--- src/rtl/if_id_skid_stage_if.sv ---
// Valid/ready bus carrying a {PC+4, instruction} pair between pipeline stages.
// The master drives the payload; the slave returns ready.
interface if_id_skid_stage_if #(
  parameter int PC_W    = 32,
  parameter int INSTR_W = 32
);
  logic               valid;
  logic               ready;
  logic [PC_W-1:0]    pcplusfour;
  logic [INSTR_W-1:0] instr;

  modport master (output valid, output pcplusfour, output instr, input ready);
  modport slave  (input valid, input pcplusfour, input instr, output ready);
endinterface

--- src/rtl/if_id_skid_stage.sv ---
// IF/ID pipeline stage with valid/ready handshake, 2-entry skid buffer,
// bubble-injecting flush and a selectable capture edge.
//
// state    | meaning
// ST_EMPTY | nothing held, decode sees NOP, in_ready=1
// ST_ONE   | head valid, skid empty, in_ready=1
// ST_FULL  | head and skid valid, in_ready=0
module if_id_skid_stage #(
  parameter int                 PC_W      = 32,
  parameter int                 INSTR_W   = 32,
  parameter logic [INSTR_W-1:0] NOP_INSTR = INSTR_W'(32'h00000013),
  parameter bit                 NEG_EDGE  = 1'b1
) (
  input  logic                    clk,
  input  logic                    rst_n,
  if_id_skid_stage_if.slave       in_if,
  if_id_skid_stage_if.master      out_if,
  input  logic                    flush_i,
  output logic [1:0]              occupancy_o
);

  typedef enum logic [1:0] {
    ST_EMPTY = 2'd0,
    ST_ONE   = 2'd1,
    ST_FULL  = 2'd2
  } state_e;

  typedef struct packed {
    state_e             state;
    logic               in_ready;
    logic [PC_W-1:0]    main_pc;
    logic [INSTR_W-1:0] main_instr;
    logic [PC_W-1:0]    skid_pc;
    logic [INSTR_W-1:0] skid_instr;
  } regs_t;

  localparam regs_t REGS_RST = '{
    state:      ST_EMPTY,
    in_ready:   1'b1,
    main_pc:    '0,
    main_instr: '0,
    skid_pc:    '0,
    skid_instr: '0
  };

  regs_t regs_q, regs_d;
  logic  out_valid;
  logic  accept;
  logic  pop;

  assign accept = in_if.valid & regs_q.in_ready;
  assign pop    = out_valid & out_if.ready;

  // Both edge flavours share one next-state function; only the clock edge differs.
  if (NEG_EDGE) begin : g_negedge
    always_ff @(negedge clk or negedge rst_n) begin
      if (!rst_n) regs_q <= REGS_RST;
      else        regs_q <= regs_d;
    end
  end else begin : g_posedge
    always_ff @(posedge clk or negedge rst_n) begin
      if (!rst_n) regs_q <= REGS_RST;
      else        regs_q <= regs_d;
    end
  end

  always_comb begin
    regs_d = regs_q;
    if (flush_i) begin
      regs_d.state = ST_EMPTY;
    end else begin
      case (regs_q.state)
        ST_EMPTY: begin
          if (accept) begin
            regs_d.state      = ST_ONE;
            regs_d.main_pc    = in_if.pcplusfour;
            regs_d.main_instr = in_if.instr;
          end
        end
        ST_ONE: begin
          if (accept && pop) begin
            regs_d.main_pc    = in_if.pcplusfour;
            regs_d.main_instr = in_if.instr;
          end else if (accept) begin
            regs_d.state      = ST_FULL;
            regs_d.skid_pc    = in_if.pcplusfour;
            regs_d.skid_instr = in_if.instr;
          end else if (pop) begin
            regs_d.state = ST_EMPTY;
          end
        end
        ST_FULL: begin
          if (pop) begin
            regs_d.state      = ST_ONE;
            regs_d.main_pc    = regs_q.skid_pc;
            regs_d.main_instr = regs_q.skid_instr;
          end
        end
        default: regs_d.state = ST_EMPTY;
      endcase
    end
    // Registered ready: a function of the next state only, never of out_ready.
    regs_d.in_ready = (regs_d.state != ST_FULL);
  end

  always_comb begin
    out_valid         = (regs_q.state != ST_EMPTY);
    out_if.valid      = out_valid;
    out_if.pcplusfour = regs_q.main_pc;
    out_if.instr      = out_valid ? regs_q.main_instr : NOP_INSTR;
    in_if.ready       = regs_q.in_ready;
    occupancy_o       = regs_q.state;
  end

endmodule

--- src/flat_wrapper.sv ---
// flat-port wrapper written by rule: the top's interface ports become plain ports
module if_id_skid_stage_flat 
#(
  parameter int                 PC_W      = 32,
  parameter int                 INSTR_W   = 32,
  parameter logic [INSTR_W-1:0] NOP_INSTR = INSTR_W'(32'h00000013),
  parameter bit                 NEG_EDGE  = 1'b1
)
  (clk, rst_n, flush_i, occupancy_o, in_if_valid, in_if_pcplusfour, in_if_instr, in_if_ready, out_if_valid, out_if_pcplusfour, out_if_instr, out_if_ready);
  if_id_skid_stage_if #(.PC_W(PC_W), .INSTR_W(INSTR_W)) in_if_i ();
  if_id_skid_stage_if #(.PC_W(PC_W), .INSTR_W(INSTR_W)) out_if_i ();
  input  logic clk;
  input  logic rst_n;
  input  logic flush_i;
  output logic [1:0] occupancy_o;
  input wire logic [$bits(in_if_i.valid)-1:0] in_if_valid;
  input wire logic [$bits(in_if_i.pcplusfour)-1:0] in_if_pcplusfour;
  input wire logic [$bits(in_if_i.instr)-1:0] in_if_instr;
  output wire logic [$bits(in_if_i.ready)-1:0] in_if_ready;
  output wire logic [$bits(out_if_i.valid)-1:0] out_if_valid;
  output wire logic [$bits(out_if_i.pcplusfour)-1:0] out_if_pcplusfour;
  output wire logic [$bits(out_if_i.instr)-1:0] out_if_instr;
  input wire logic [$bits(out_if_i.ready)-1:0] out_if_ready;
  assign in_if_i.valid = in_if_valid;
  assign in_if_i.pcplusfour = in_if_pcplusfour;
  assign in_if_i.instr = in_if_instr;
  assign in_if_ready = in_if_i.ready;
  assign out_if_valid = out_if_i.valid;
  assign out_if_pcplusfour = out_if_i.pcplusfour;
  assign out_if_instr = out_if_i.instr;
  assign out_if_i.ready = out_if_ready;
  if_id_skid_stage #(.PC_W(PC_W), .INSTR_W(INSTR_W), .NOP_INSTR(NOP_INSTR), .NEG_EDGE(NEG_EDGE)) u_core (.clk(clk), .rst_n(rst_n), .in_if(in_if_i), .out_if(out_if_i), .flush_i(flush_i), .occupancy_o(occupancy_o));
endmodule
--- config.mk ---
export PLATFORM = sky130hd
export DESIGN_NAME = if_id_skid_stage_flat
export DESIGN_NICKNAME = d
export VERILOG_FILES = /design/src/rtl/if_id_skid_stage_if.sv /design/src/rtl/if_id_skid_stage.sv /design/src/flat_wrapper.sv
export SDC_FILE = /design/constraint.sdc
export NUM_CORES = 1
export LEC_CHECK = 0
export ABC_AREA = 1
export BUFFER_PORTS_ARGS = -buffer_cell sky130_fd_sc_hd__buf_2
export CAP_MARGIN = 0
export CORE_MARGIN = 1
export CORE_UTILIZATION = 59
export DETAILED_ROUTE_END_ITERATION = 16
export GPL_TIMING_DRIVEN = 0
export PLACE_DENSITY = 0.85
export RECOVER_POWER = 100
export SLEW_MARGIN = 40
export SYNTH_ARGS = -nofsm -noshare
export SYNTH_HDL_FRONTEND = slang
export SYNTH_SLANG_ARGS = --single-unit
--- constraint.sdc ---
create_clock -name clk -period 2.5 [get_ports clk]
set_input_delay 0.5 -clock clk [delete_from_list [all_inputs] [get_ports clk]]
set_output_delay 0.5 -clock clk [all_outputs]
set_load 0.005 [all_outputs]
## Yosys cells after proc, flatten, opt, wreduce, memory -nomap -nowiden

Index checks and enable logic that the tools add are counted.

| storage, ports and cells | value |
|---|---|
| bits of input ports | 69 |
| word-level logic and storage cells | 34 |
| register bits | 131 |
| output and inout port bits | 68 |

| operators by class | value |
|---|---|
| reductions and logical operators | 6 |
| bitwise gates (word level) | 4 |
| eq/ne operators | 6 |
| muxes and demuxes | 12 |

Operators by type and width:

| operator | count |
|---|---|
| 2-to-1 mux 64 bit | 3 |
| case mux 64 bit (3 select lines) | 1 |
| 2-to-1 mux 32 bit | 1 |
| 2-to-1 mux 2 bit | 6 |
| inequality test 2 x 1 -> 1 bit, second input constant | 3 |
| case mux 2 bit (3 select lines) | 1 |
| AND reduction 5 bit | 1 |
| AND reduction 4 bit | 1 |
| nonzero test 3 bit | 1 |
| bitwise AND 1 bit | 2 |
| == test 2 x 1 -> 1 bit, second input constant | 1 |
| == test 2 bit, second input constant | 1 |
| logical NOT 2 bit | 1 |
| inequality test 2 bit, second input constant | 1 |
| NOT 1 bit | 2 |
| nonzero test 2 bit | 1 |
| logical AND 1 bit | 1 |

## Depth between registers and ports, before layout

| logic depth | value |
|---|---|
| depth after elaboration | 8 |
| gate-level depth with buffers | 8 |
| mapped depth without buffers | 6 |

==> results.rst <==
.. list-table::
   :header-rows: 1

   * - Metric
     - Value
   * - RSZ-0062 raised after global routing
     - true
   * - Final Hold Vio Count
     - 0
   * - Vertical die dimension
     - between 100 and 150 um
   * - Post-route DRC
     - 0
   * - I/O pin count
     - 137
   * - Final max-slew violation count
     - 0
   * - Antenna Cells
     - 0
   * - Net load switching power
     - between 0.0015 and 0.002 W
   * - Area share of fa/ha/maj cells after synthesis
     - 0
   * - Average via count per standard cell
     - 5.229
   * - Main combinational cell family by area after synthesis
     - simple AND/OR/NAND/NOR gates
   * - Fill cells
     - 850
   * - Wire length of the first global-routing pass
     - about 27000 um
   * - Compound-Gate Fraction of Synth Area
     - 0.003946
   * - Wire per inst
     - 14.20 um
   * - Worst slack at placement
     - -0.3978 ns
   * - Total power per unit cell area
     - roughly 780 nW/um^2
   * - Multi-input gate area
     - roughly 2700 sq um
   * - Worst setup path category
     - reg2out
   * - Sequential power share
     - 0.447
   * - Setup slack of the worst register-to-register path
     - 0.52 ns
   * - Class of the most critical hold timing path
     - reg2reg
   * - Count of input and output buffers
     - 136
   * - Sw Share
     - 0.2869
   * - Maximum buffer depth of the clock tree
     - 2
   * - Total non-filler cell area in the finished layout
     - 8289 sq um
   * - Area taken by flip-flops and latches
     - 3279 sq um
   * - Count of mapped cells out of synthesis
     - 892
   * - Net Count, Synth
     - 961
   * - Number of distinct standard cells referenced by the synthesized netlist
     - 21
   * - Number of optimization iterations in the first detailed-route pass
     - 5
   * - Later-pin clock latency in the skew report
     - 0.44 ns
   * - Count of max-cap constraint violations
     - 0
   * - Number of global-route vias before repair
     - 5679
   * - Headroom to the max-slew limit
     - 0.4678
   * - CTS tree
     - built
   * - Clock buffer count from CTS
     - 17
   * - Largest net degree at the start of global routing
     - 76
   * - Pin slew with the least headroom to its limit
     - ~0.80 ns
   * - Starting DRC count in detailed routing
     - a little under 500
   * - Clock transition at the registers of the reported paths
     - ~0.040 ns
   * - Netlist area before placement
     - 6659 sq um
   * - Overall die area
     - 11710 sq um
   * - Antenna violations before repair
     - 0
   * - Area added between synthesis and finish
     - 24.48%
   * - Clock network power share
     - 0.359
   * - Die Width
     - 108.2 um
   * - R2r worst-path depth
     - 10
   * - Run status
     - finished, violations left
   * - Violations in the final reports
     - setup timing
   * - Peak supply drop
     - approximately 470 uV
   * - Type of element launching the critical path
     - flip-flop
   * - Half-perimeter wire length after placement
     - roughly 11000 um
   * - Combinational share of power
     - 0.194
   * - Register bit total from synthesis
     - 131
   * - GRT Residual Overflow
     - 0
   * - Average instance area after synthesis
     - 7.465 sq um
   * - Vias after detailed routing
     - 6254
   * - Setup crit end kind
     - output pin
   * - Number of synthesis warnings
     - 0
   * - Critical path capture point
     - out_if_instr[4]
   * - Quantity of hold-fixing buffers added after cts
     - 0
   * - Critical-path maximum fanout
     - 4
   * - Core Footprint
     - 10940 sq um
   * - Xor and xnor area share after synthesis
     - 0
   * - Part of the Yosys area used for sequential elements
     - 0.4925
   * - Post-layout net count
     - 1113
   * - Total wire length
     - around 17000 um
   * - Cell count of the worst hold path
     - 2
   * - Effective utilization at floorplan
     - 0.6089
   * - Reg-to-reg critical path startpoint
     - u_core.occupancy_o[1]$_DFF_NN0_
   * - Share of final-layout standard cells stronger than drive strength 1
     - 0.2595
   * - Crit. Startpoint
     - u_core.occupancy_o[1]$_DFF_NN0_
   * - Final antenna-violating net count
     - 0
   * - Final worst-path setup slack
     - -0.7321 ns
   * - Total track usage
     - 0.3067
   * - Static power due to leakage
     - 4.844 nW
   * - Multiplexer share of the synthesized area
     - 0
   * - Internal power summed over all cells
     - 0.004618 W
   * - Critical path data arrival time
     - 2.73 ns
   * - Worst hold slack
     - ~0.41 ns
   * - Post-Route Skew
     - around 0.051 ns
   * - Finish-stage setup viols
     - 173
   * - Critical Path RT
     - 2.00 ns
   * - Synthesized-area fraction occupied by and/or/nand/nor cells
     - 0.3905
   * - H-tree levels
     - 4
   * - TNS Setup
     - -37.00 ns
   * - Instance area after placement
     - 7691 sq um
   * - Clock root buffer
     - clkbuf_16
   * - Endpoint of the most critical register-to-register path
     - u_core.regs_q[74]$_DFFE_NN0P_
   * - Placer congestion estimate
     - 0.8557
   * - Number of rows created at floorplan
     - 38
   * - Clock tree sinks
     - 131
==> cell usage in the layout (no fill, tap or decap), drive strengths merged <==
master | synthesis | final
dfstp | 1 | 1
nand2 | 390 | 390
o211ai | 1 | 1
clkbuf | 9 | 38
a21oi | 2 | 2
clkinv | 0 | 5
nand3 | 192 | 192
bufinv | 0 | 1
clkinvlp | 0 | 3
nor3 | 1 | 1
or2 | 3 | 3
inv | 37 | 37
buf | 90 | 216
nor2 | 35 | 35
dfrtn | 130 | 130
o21ai | 1 | 1
==> through the flow <==
| stage | instances | total power [W] | util |
|---|---|---|---|
| floorplan | 892 | 0.003670 | - |
| global placement | 1168 | 0.004077 | 0.6999 |
| detailed placement | 1169 | 0.004140 | 0.7033 |
| CTS | 1186 | 0.006439 | 0.7539 |
| global route | 1196 | 0.006802 | 0.7580 |
| finish | 1196 | 0.006476 | 0.7580 |
==> synthesized netlist by cell type <==
cell type    n  area, sq um
a21oi_1      1        5.000
a21oi_2      1        8.760
buf_1        9        33.78
buf_2       32        160.2
buf_4       44        330.3
buf_6        5        56.30
clkbuf_1     9        33.78
dfrtn_1    130         3253
dfstp_2      1        26.28
inv_1       34        127.6
inv_2        3        11.26
nand2_1    388         1456
nand2_2      2        12.51
nand3_1    192        960.9
nor2_1      33        123.9
nor2_2       1        6.260
nor2_4       1        11.26
nor3_2       1        10.01
o211ai_1     1        7.510
o21ai_1      1        5.000
or2_2        3        18.77
==> flip-flops by register name (all words and copies together) (netlist names) <==
signal and count:
u_core.in_if.ready 1, u_core.occupancy_o 2, u_core.regs_q 96, u_core.out_if.pcplusfour 32
==> layout make-up <==
type | instances | share of cell area
clock buffer | 22 | 0.05600
inverter | 36 | 0.01630
sequential | 131 | 0.3956
timing repair buffer | 165 | 0.1223
tap | 140 | 0.02113
buffer | 67 | 0.05630
clock inverter | 10 | 0.01042
multi-input combinational | 625 | 0.3220
==> worst min path at each step <==
stage                                                 start                                 endpoint
floorplan                     u_core.regs_q[66]$_DFFE_NN0P_            u_core.regs_q[66]$_DFFE_NN0P_
global placement              u_core.regs_q[59]$_DFFE_NN0P_            u_core.regs_q[59]$_DFFE_NN0P_
detailed placement            u_core.regs_q[48]$_DFFE_NN0P_            u_core.regs_q[48]$_DFFE_NN0P_
CTS                           u_core.regs_q[19]$_DFFE_NN0P_            u_core.regs_q[19]$_DFFE_NN0P_
global route                  u_core.regs_q[43]$_DFFE_NN0P_            u_core.regs_q[43]$_DFFE_NN0P_
finish              u_core.out_if.pcplusfour[9]$_DFFE_NN0P_  u_core.out_if.pcplusfour[9]$_DFFE_NN0P_
==> layer usage <==
metal | routed length, um | vias up | GRT usage
li1 | - | 3073 | -
met1 | 7111 | 2887 | 0.4038
met2 | 8338 | 256 | 0.4995
met3 | 1129 | 38 | 0.06269
met4 | 403 | 0 | 0.1194
met5 | 0 | - | 0
==> kinds of logic after synthesis <==
| logic type | count (synthesis) |
|---|---|
| AND/OR/NAND/NOR | 621 |
| buffers and inverters | 136 |
| AO/OA/AOI/OAI | 4 |
| flip-flops | 131 |
==> worst max-delay path, cell delays in order (launching register included) <==
cell     delay [ns]
dfrtn_1        0.43
buf_6          0.12
nor2_4         0.06
buf_12         0.13
or2_4          0.23
buf_6          0.12
==> power groups by stage <==
stage,Sequential (W),Clock (W),Combinational [W]
after floorplan,0.00284,0.00000501,0.000824
after global placement,0.00289,0.00000501,0.00119
after detailed placement,0.00290,0.00000501,0.00123
after CTS,0.00289,0.00232,0.00123
after global routing,0.00295,0.00243,0.00143
final,0.00290,0.00232,0.00126
==> timing repair <==
item	in CTS	in global routing
buffers inserted	18	10
pin swaps	1	3
gates cloned	0	0
endpoints found under the setup margin	70	112
resized for setup	16	2
Note: power is estimated with default switching activity, not from simulation.
